$ cat src/rtl/tblink_rpc_pktfifo_pkg.sv
// Shared packet framing definitions and input-FSM state type for the RPC packet FIFO.
// The framing constants are reused by the endpoint and the command processor.
package tblink_rpc_pktfifo_pkg;

  localparam int unsigned PKT_HDR_LEN     = 2;
  localparam int unsigned PKT_HDR_DST_OFF = 0;
  localparam int unsigned PKT_HDR_SZ_OFF  = PKT_HDR_LEN - 1;
  localparam int unsigned PKT_MAX_SZ      = 255;

  typedef enum logic [1:0] {
    HDR_DST = 2'd0,
    HDR_SZ  = 2'd1,
    PAYLOAD = 2'd2,
    DROP    = 2'd3
  } pktfifo_state_t;

endpackage

$ cat src/rtl/tblink_rpc_pktfifo_mem.sv
// Byte-wide 1W/1R synchronous dual-port RAM with a registered read port.
module tblink_rpc_pktfifo_mem #(
  parameter int unsigned AW = 9
) (
  input  logic          uclock,
  input  logic          we,
  input  logic [AW-1:0] waddr,
  input  logic [7:0]    wdata,
  input  logic          re,
  input  logic [AW-1:0] raddr,
  output logic [7:0]    rdata
);

  logic [7:0] mem [2**AW];

  always_ff @(posedge uclock) begin : p_ram
    if (we) mem[waddr] <= wdata;
    if (re) rdata <= mem[raddr];
  end

endmodule

$ cat src/rtl/tblink_rpc_pktfifo.sv
// Store-and-forward packet FIFO feeding neti_: bytes leave only once their whole packet is buffered.
// Define TBLINK_RPC_PKTFIFO_STATS_EN to add committed/dropped packet counters.
module tblink_rpc_pktfifo
  import tblink_rpc_pktfifo_pkg::*;
#(
  parameter int unsigned DEPTH_LOG2 = 9
) (
  input  logic                uclock,
  input  logic                reset,
  input  logic [7:0]          t_dat,
  input  logic                t_valid,
  output logic                t_ready,
  output logic [7:0]          i_dat,
  output logic                i_valid,
  input  logic                i_ready,
  output logic [DEPTH_LOG2:0] level,
  output logic                overflow
`ifdef TBLINK_RPC_PKTFIFO_STATS_EN
  ,
  output logic [15:0]         pkt_in_cnt,
  output logic [15:0]         pkt_drop_cnt
`endif
);

  localparam int unsigned DEPTH = 2**DEPTH_LOG2;
  localparam int unsigned PW    = DEPTH_LOG2 + 1;
  localparam int unsigned RW    = $clog2(PKT_MAX_SZ + 1);

  typedef logic [PW-1:0] ptr_t;

  pktfifo_state_t state, state_nx;
  ptr_t           wr_ptr, wr_ptr_nx, commit_ptr, commit_ptr_nx;
  ptr_t           rd_ptr, rd_ptr_nx, f_ptr, f_ptr_nx, inflight;
  logic [RW-1:0]  remain, remain_nx;
  logic           drop_sz, drop_sz_nx;
  logic           overflow_nx, t_ready_nx, i_valid_nx, q_valid, q_valid_nx;
  logic [7:0]     i_dat_nx, q_dat;
  logic [PW-1:0]  level_nx;
  logic           accept, pop, full, mem_we, commit, rd_en, out_load;

  tblink_rpc_pktfifo_mem #(.AW(DEPTH_LOG2)) u_mem (
    .uclock (uclock),
    .we     (mem_we),
    .waddr  (wr_ptr[DEPTH_LOG2-1:0]),
    .wdata  (t_dat),
    .re     (rd_en),
    .raddr  (f_ptr[DEPTH_LOG2-1:0]),
    .rdata  (q_dat)
  );

  // Input FSM, pointer bookkeeping and show-ahead output staging.
  always_comb begin : p_next
    state_nx      = state;
    wr_ptr_nx     = wr_ptr;
    commit_ptr_nx = commit_ptr;
    remain_nx     = remain;
    drop_sz_nx    = drop_sz;
    overflow_nx   = overflow;
    mem_we        = 1'b0;
    commit        = 1'b0;

    accept   = t_valid & t_ready;
    pop      = i_valid & i_ready;
    full     = (wr_ptr - rd_ptr) == PW'(DEPTH);
    inflight = wr_ptr - commit_ptr;

    // A packet that fills the buffer with nothing left to drain can never fit: drop it whole.
    if (full && (commit_ptr == rd_ptr) && (state != DROP) &&
        (inflight != PW'(PKT_HDR_DST_OFF))) begin
      wr_ptr_nx   = commit_ptr;
      overflow_nx = 1'b1;
      state_nx    = DROP;
      drop_sz_nx  = (inflight == PW'(PKT_HDR_SZ_OFF));
    end else if (accept) begin
      case (state)
        HDR_DST: begin
          mem_we   = 1'b1;
          state_nx = HDR_SZ;
        end
        HDR_SZ: begin
          mem_we    = 1'b1;
          remain_nx = RW'(t_dat);
          if (t_dat == 8'd0) begin
            commit   = 1'b1;
            state_nx = HDR_DST;
          end else begin
            state_nx = PAYLOAD;
          end
        end
        PAYLOAD: begin
          mem_we    = 1'b1;
          remain_nx = remain - RW'(1);
          if (remain == RW'(1)) begin
            commit   = 1'b1;
            state_nx = HDR_DST;
          end
        end
        default: begin
          if (drop_sz) begin
            drop_sz_nx = 1'b0;
            remain_nx  = RW'(t_dat);
            if (t_dat == 8'd0) state_nx = HDR_DST;
          end else begin
            remain_nx = remain - RW'(1);
            if (remain == RW'(1)) state_nx = HDR_DST;
          end
        end
      endcase
    end

    if (mem_we) wr_ptr_nx = wr_ptr + PW'(1);
    if (commit) commit_ptr_nx = wr_ptr + PW'(1);

    // Two-stage read: RAM read register then output register, refilled whenever either frees up.
    out_load   = q_valid & (~i_valid | pop);
    rd_en      = (f_ptr != commit_ptr) & (~q_valid | out_load);
    f_ptr_nx   = rd_en ? f_ptr + PW'(1) : f_ptr;
    q_valid_nx = rd_en | (q_valid & ~out_load);
    i_valid_nx = out_load | (i_valid & ~pop);
    i_dat_nx   = out_load ? q_dat : i_dat;
    rd_ptr_nx  = pop ? rd_ptr + PW'(1) : rd_ptr;

    level_nx   = wr_ptr_nx - rd_ptr_nx;
    t_ready_nx = (level_nx != PW'(DEPTH)) | (state_nx == DROP);
  end

  always_ff @(posedge uclock or posedge reset) begin : p_state
    if (reset) state <= HDR_DST;
    else       state <= state_nx;
  end

  always_ff @(posedge uclock or posedge reset) begin : p_regs
    if (reset) begin
      wr_ptr     <= '0;
      commit_ptr <= '0;
      rd_ptr     <= '0;
      f_ptr      <= '0;
      remain     <= '0;
      drop_sz    <= 1'b0;
      overflow   <= 1'b0;
      t_ready    <= 1'b0;
      q_valid    <= 1'b0;
      i_valid    <= 1'b0;
      i_dat      <= '0;
      level      <= '0;
    end else begin
      wr_ptr     <= wr_ptr_nx;
      commit_ptr <= commit_ptr_nx;
      rd_ptr     <= rd_ptr_nx;
      f_ptr      <= f_ptr_nx;
      remain     <= remain_nx;
      drop_sz    <= drop_sz_nx;
      overflow   <= overflow_nx;
      t_ready    <= t_ready_nx;
      q_valid    <= q_valid_nx;
      i_valid    <= i_valid_nx;
      i_dat      <= i_dat_nx;
      level      <= level_nx;
    end
  end

`ifdef TBLINK_RPC_PKTFIFO_STATS_EN
  always_ff @(posedge uclock or posedge reset) begin : p_stats
    if (reset) begin
      pkt_in_cnt   <= '0;
      pkt_drop_cnt <= '0;
    end else begin
      if (commit) pkt_in_cnt <= pkt_in_cnt + 16'd1;
      if ((state_nx == DROP) && (state != DROP)) pkt_drop_cnt <= pkt_drop_cnt + 16'd1;
    end
  end
`endif

endmodule
$ cat config.mk
export PLATFORM = sky130hd
export DESIGN_NAME = tblink_rpc_pktfifo
export DESIGN_NICKNAME = d
export VERILOG_FILES = /design/src/rtl/tblink_rpc_pktfifo_pkg.sv /design/src/rtl/tblink_rpc_pktfifo_mem.sv /design/src/rtl/tblink_rpc_pktfifo.sv
export SDC_FILE = /design/constraint.sdc
export NUM_CORES = 2
export LEC_CHECK = 0
export CORE_UTILIZATION = 57
export DETAILED_ROUTE_END_ITERATION = 16
export MAX_ROUTING_LAYER = met4
export PLACE_DENSITY = 0.75
export SYNTH_ARGS = -nofsm -noshare
export SYNTH_HDL_FRONTEND = slang
export SYNTH_SLANG_ARGS = --single-unit
export TNS_END_PERCENT = 5
$ cat constraint.sdc
create_clock -name uclock -period 5.5 [get_ports uclock]
set_clock_uncertainty 0.15 [all_clocks]
set_input_delay 0.825 -clock uclock [delete_from_list [all_inputs] [get_ports uclock]]
set_output_delay 0.825 -clock uclock [all_outputs]
set_load 0.01 [all_outputs]
==> reports/summary.md <==
## Outcome
* **result of the run** finished, final reports clean

## Routing
* **DRC** 0
* **drt wl/cell** 34.43 um
* **vias** 79125
* **initial drt markers** 11211
* **WL final** 404400 um
* **number of antenna-violating nets in the routed design** 0
* **total iterations of the first detailed-routing run** 6
* **Via density** 6.736

## STA
* **highest clock frequency the design can meet** 0.1819 GHz
* **Final Setup Violations** 0
* **count of final max-slew check failures** 0
* **number of hold-slack violations in the final timing report** 0
* **worst hold-check slack** 0.08801 ns
* **unrepaired setup endpoints after global routing** true
* **setup slack after layout** 0.002888 ns
* **max_slew headroom** 16.99%
* **final critical delay including setup and external delays** 5.497 ns
* **Worst Max-Slew Pin Slew** 1.245 ns
* **final period utilization** 99.95%

## Floorplan
* **Die Span X** 536.2 um
* **Core Rows** 195
* **Initial Util** 57.48%
* **io pins** 33
* **vertical extent of the die** 536.2 um
* **area of the placeable core** 283000 sq um
* **Die Area** 287500 sq um

## Global route
* **largest net degree at the start of global routing** 180
* **antenna violations before repair** 23
* **final global-route overflow total** 0
* **first-pass GRT wire length** 580400 um
* **global-route usage over all layers** 29.30%
* **number of global-route vias before repair** 80175

## Clock network
* **maximum number of buffers from clock root to sink** 4
* **clock insertion delay at the later pin of the skew report** 0.99 ns
* **htree depth** 5
* **TritonCTS clock tree** built
* **clock root buffer master** sky130_fd_sc_hd__clkbuf_16
* **clock-pin slew of the registers on the worst-case setup and hold paths** 0.06 ns
* **# clock sinks** 4177
* **Inserted Clock Buffers** 406

## Hold path
* **depth of the worst hold-timing path** 1
* **Worst Hold Path EP** u_mem.mem[287][2]
* **type of the tightest min-delay check** input port to flip-flop
* **source of the worst hold timing path** t_dat[2]

## Run
* **reported max-cap violation count** 0

## Synthesis
* **flops & latches, synth** 4177
* **total number of yosys warnings** 0
* **fraction of the yosys area taken by sequential cells** 76.88%
* **count of flip-flops with a built-in enable after synthesis** 4104
* **net count of the mapped netlist** 7047
* **area share of the largest cell type after synthesis** 75.76%
* **gate count of the mapped netlist** 6994
* **mean instance size in the synthesized netlist** 23.26 sq um
* **cell area after synthesis** 162700 sq um
* **Synth top cells by count** 4104 x sky130_fd_sc_hd__edfxtp_1, 1360 x sky130_fd_sc_hd__mux4_2, 557 x sky130_fd_sc_hd__nor2_1
* **leading post-synthesis cells by cell area** sky130_fd_sc_hd__edfxtp_1 76%, sky130_fd_sc_hd__mux4_2 19%, sky130_fd_sc_hd__nor2_1 1.3%
* **asr flop ratio synth** 1.748%
* **Synth cell types** 59
* **dominant register cell in the synthesized netlist** sky130_fd_sc_hd__edfxtp_1
* **library cell occupying the most area in the post-synthesis netlist** sky130_fd_sc_hd__edfxtp_1
* **dominant cell by count in the synthesized netlist** sky130_fd_sc_hd__edfxtp_1

## Worst setup path
* **worst endpoint required time** 6.17 ns
* **flop-to-flop setup slack** 0.003 ns
* **critical path startpoint category** flip-flop
* **reg2reg end** t_ready
* **Max Fanout on Critical Path** 5
* **critical setup path kind** flip-flop to flip-flop
* **path depth of the worst reg2reg path** 21
* **RR Startpoint** wr_ptr[1]
* **type of destination of the critical path** flip-flop
* **critical path arrival** 6.16 ns

## Pwr
* **clock share of power** 30.5%
* **switching part of the total power** 30.50%
* **logic gate share of total power** 31.2%
* **PwrDens** 508.5 nW/um^2
* **switching power** 28.79 mW
* **sequential share of power** 38.2%
* **Leak** 58.60 nW
* **internal power** 65.61 mW
* **worst-case vdd ir drop** 0.4805 mV

## Finish
* **design area** 185600 sq um
* **share of cells above drive strength 1** 33.73%
* **Non-Filler Instances** 11746
* **number of fill cells in the layout** 17127
* **final core occ** 65.58%
* **relative area change from synthesis to final layout** 14.10%
* **number of nets at the end of the flow** 7695

## Placement
* **DP Worst Slack** -0.2082 ns
* **Port-buffer cells** 32
* **routability congestion estimate** 0.8963
* **area post-placement** 171600 sq um
* **placed insts** 10966
* **HPWL after detailed placement** 229600 um

## state kept, by name, indices dropped and copies added (netlist names), named ones only
name         cells
q_valid          1
wr_ptr           8
rd_ptr          10
u_mem.rdata      8
t_ready          1
remain           8
overflow         1
f_ptr           10
drop_sz          1
u_mem.mem     4096
level           10
i_valid          1
commit_ptr      10
state            2
i_dat            8
## placed cells by master (no fill, tap or decap), types with 36 or more instances in the layout
cell and count:
sky130_fd_sc_hd__dfrtp_1 66, sky130_fd_sc_hd__xnor2_1 40, sky130_fd_sc_hd__edfxtp_1 4104, sky130_fd_sc_hd__nor2_1 551, sky130_fd_sc_hd__clkbuf_1 62, sky130_fd_sc_hd__clkbuf_16 408
sky130_fd_sc_hd__bufinv_16 61, sky130_fd_sc_hd__inv_1 40, sky130_fd_sc_hd__clkinv_1 70, sky130_fd_sc_hd__mux4_2 1360, sky130_fd_sc_hd__nand2_1 73, sky130_fd_sc_hd__buf_12 52
sky130_fd_sc_hd__clkinv_2 99, sky130_fd_sc_hd__ha_1 36, sky130_fd_sc_hd__buf_4 562
## what timing repair did
item                       in CTS  in global routing
gates cloned                    0                  0
resized for setup               8                 23
pin swaps                      10                 24
hold buffers                    1                  0
setup endpoints to repair       1                117
hold endpoints to repair        4                  0
buffers inserted                2                  8
## area by class of cell
class / count / area, sq um / area share [%]
antenna: 16 / 40.04 / 0.02157
clock buffer: 475 / 10510 / 5.663
clock inverter: 278 / 3277 / 1.765
inverter: 45 / 172.7 / 0.09302
multi-input combinational: 2363 / 36190 / 19.50
sequential: 4177 / 125100 / 67.39
tap: 3743 / 4683 / 2.523
timing repair buffer: 649 / 5657 / 3.047
## worst max-delay path by stage
stage / cells past startpoint / start / slack (ns) / to
after floorplan: 24 / wr_ptr[0] / 0.05 / t_ready
after global placement: 22 / rd_ptr[8] / -0.21 / t_ready
after detailed placement: 22 / rd_ptr[8] / -0.21 / t_ready
after CTS: 26 / wr_ptr[0] / 0.01 / t_ready
after global routing: 24 / commit_ptr[1] / -0.17 / t_ready
final: 21 / wr_ptr[1] / 0.003 / t_ready
## metal layers
metal | global-route usage, % | up-vias | share of wire (%)
met5 | - | - | 0
met4 | 10.58 | 0 | 4.1
met3 | 5.268 | 816 | 10
met2 | 45.53 | 5103 | 49
met1 | 39.50 | 42262 | 37
li1 | - | 30944 | -
## worst max-delay path, stage by stage, from the launching register on
cell,delay (ns)
sky130_fd_sc_hd__dfrtp_1,0.40
sky130_fd_sc_hd__buf_4,0.14
sky130_fd_sc_hd__ha_1,0.28
sky130_fd_sc_hd__nor2b_4,0.15
sky130_fd_sc_hd__nor4b_1,0.25
sky130_fd_sc_hd__o21ai_0,0.20
sky130_fd_sc_hd__a2111oi_4,0.32
sky130_fd_sc_hd__nand4_1,0.24
sky130_fd_sc_hd__a31o_4,0.30
sky130_fd_sc_hd__mux2_4,0.31
sky130_fd_sc_hd__inv_2,0.07
sky130_fd_sc_hd__ha_4,0.13
sky130_fd_sc_hd__inv_4,0.04
sky130_fd_sc_hd__fa_2,0.38
sky130_fd_sc_hd__a21o_1,0.18
sky130_fd_sc_hd__a21oi_2,0.16
sky130_fd_sc_hd__o21bai_1,0.09
sky130_fd_sc_hd__a21oi_2,0.17
sky130_fd_sc_hd__xnor2_1,0.10
sky130_fd_sc_hd__or4b_4,0.50
sky130_fd_sc_hd__a2111oi_4,0.33
sky130_fd_sc_hd__or4b_1,0.47
## stage by stage
step           setup TNS [ns]  total power [mW]
6_report                    0             94.39
5_1_grt                -1.526             96.67
4_1_cts                     0             94.37
3_5_place_dp          -0.2082             65.50
3_3_place_gp          -0.2110             65.19
2_1_floorplan               0             54.18
## cells by family after synthesis
| logic type | count (synthesis) | synth area share, % |
|---|---|---|
| flops | 4177 | 76.88 |
| mux | 1388 | 19.02 |
| simple gates | 748 | 1.876 |
| buf+inv | 454 | 1.055 |
| compound gates | 115 | 0.4615 |
| xor+xnor | 71 | 0.3823 |
| fa+ha+maj | 41 | 0.3246 |
## power groups by stage
stage | clock network [mW] | registers [mW] | logic, mW
finish | 28.8 | 36.1 | 29.5
global route | 30.2 | 36.1 | 30.4
CTS | 29.1 | 36.1 | 29.3
detailed placement | 0 | 36.7 | 28.8
global placement | 0 | 36.7 | 28.5
floorplan | 0 | 36.3 | 17.9
No activity file was read; power rests on OpenSTA's default activity.
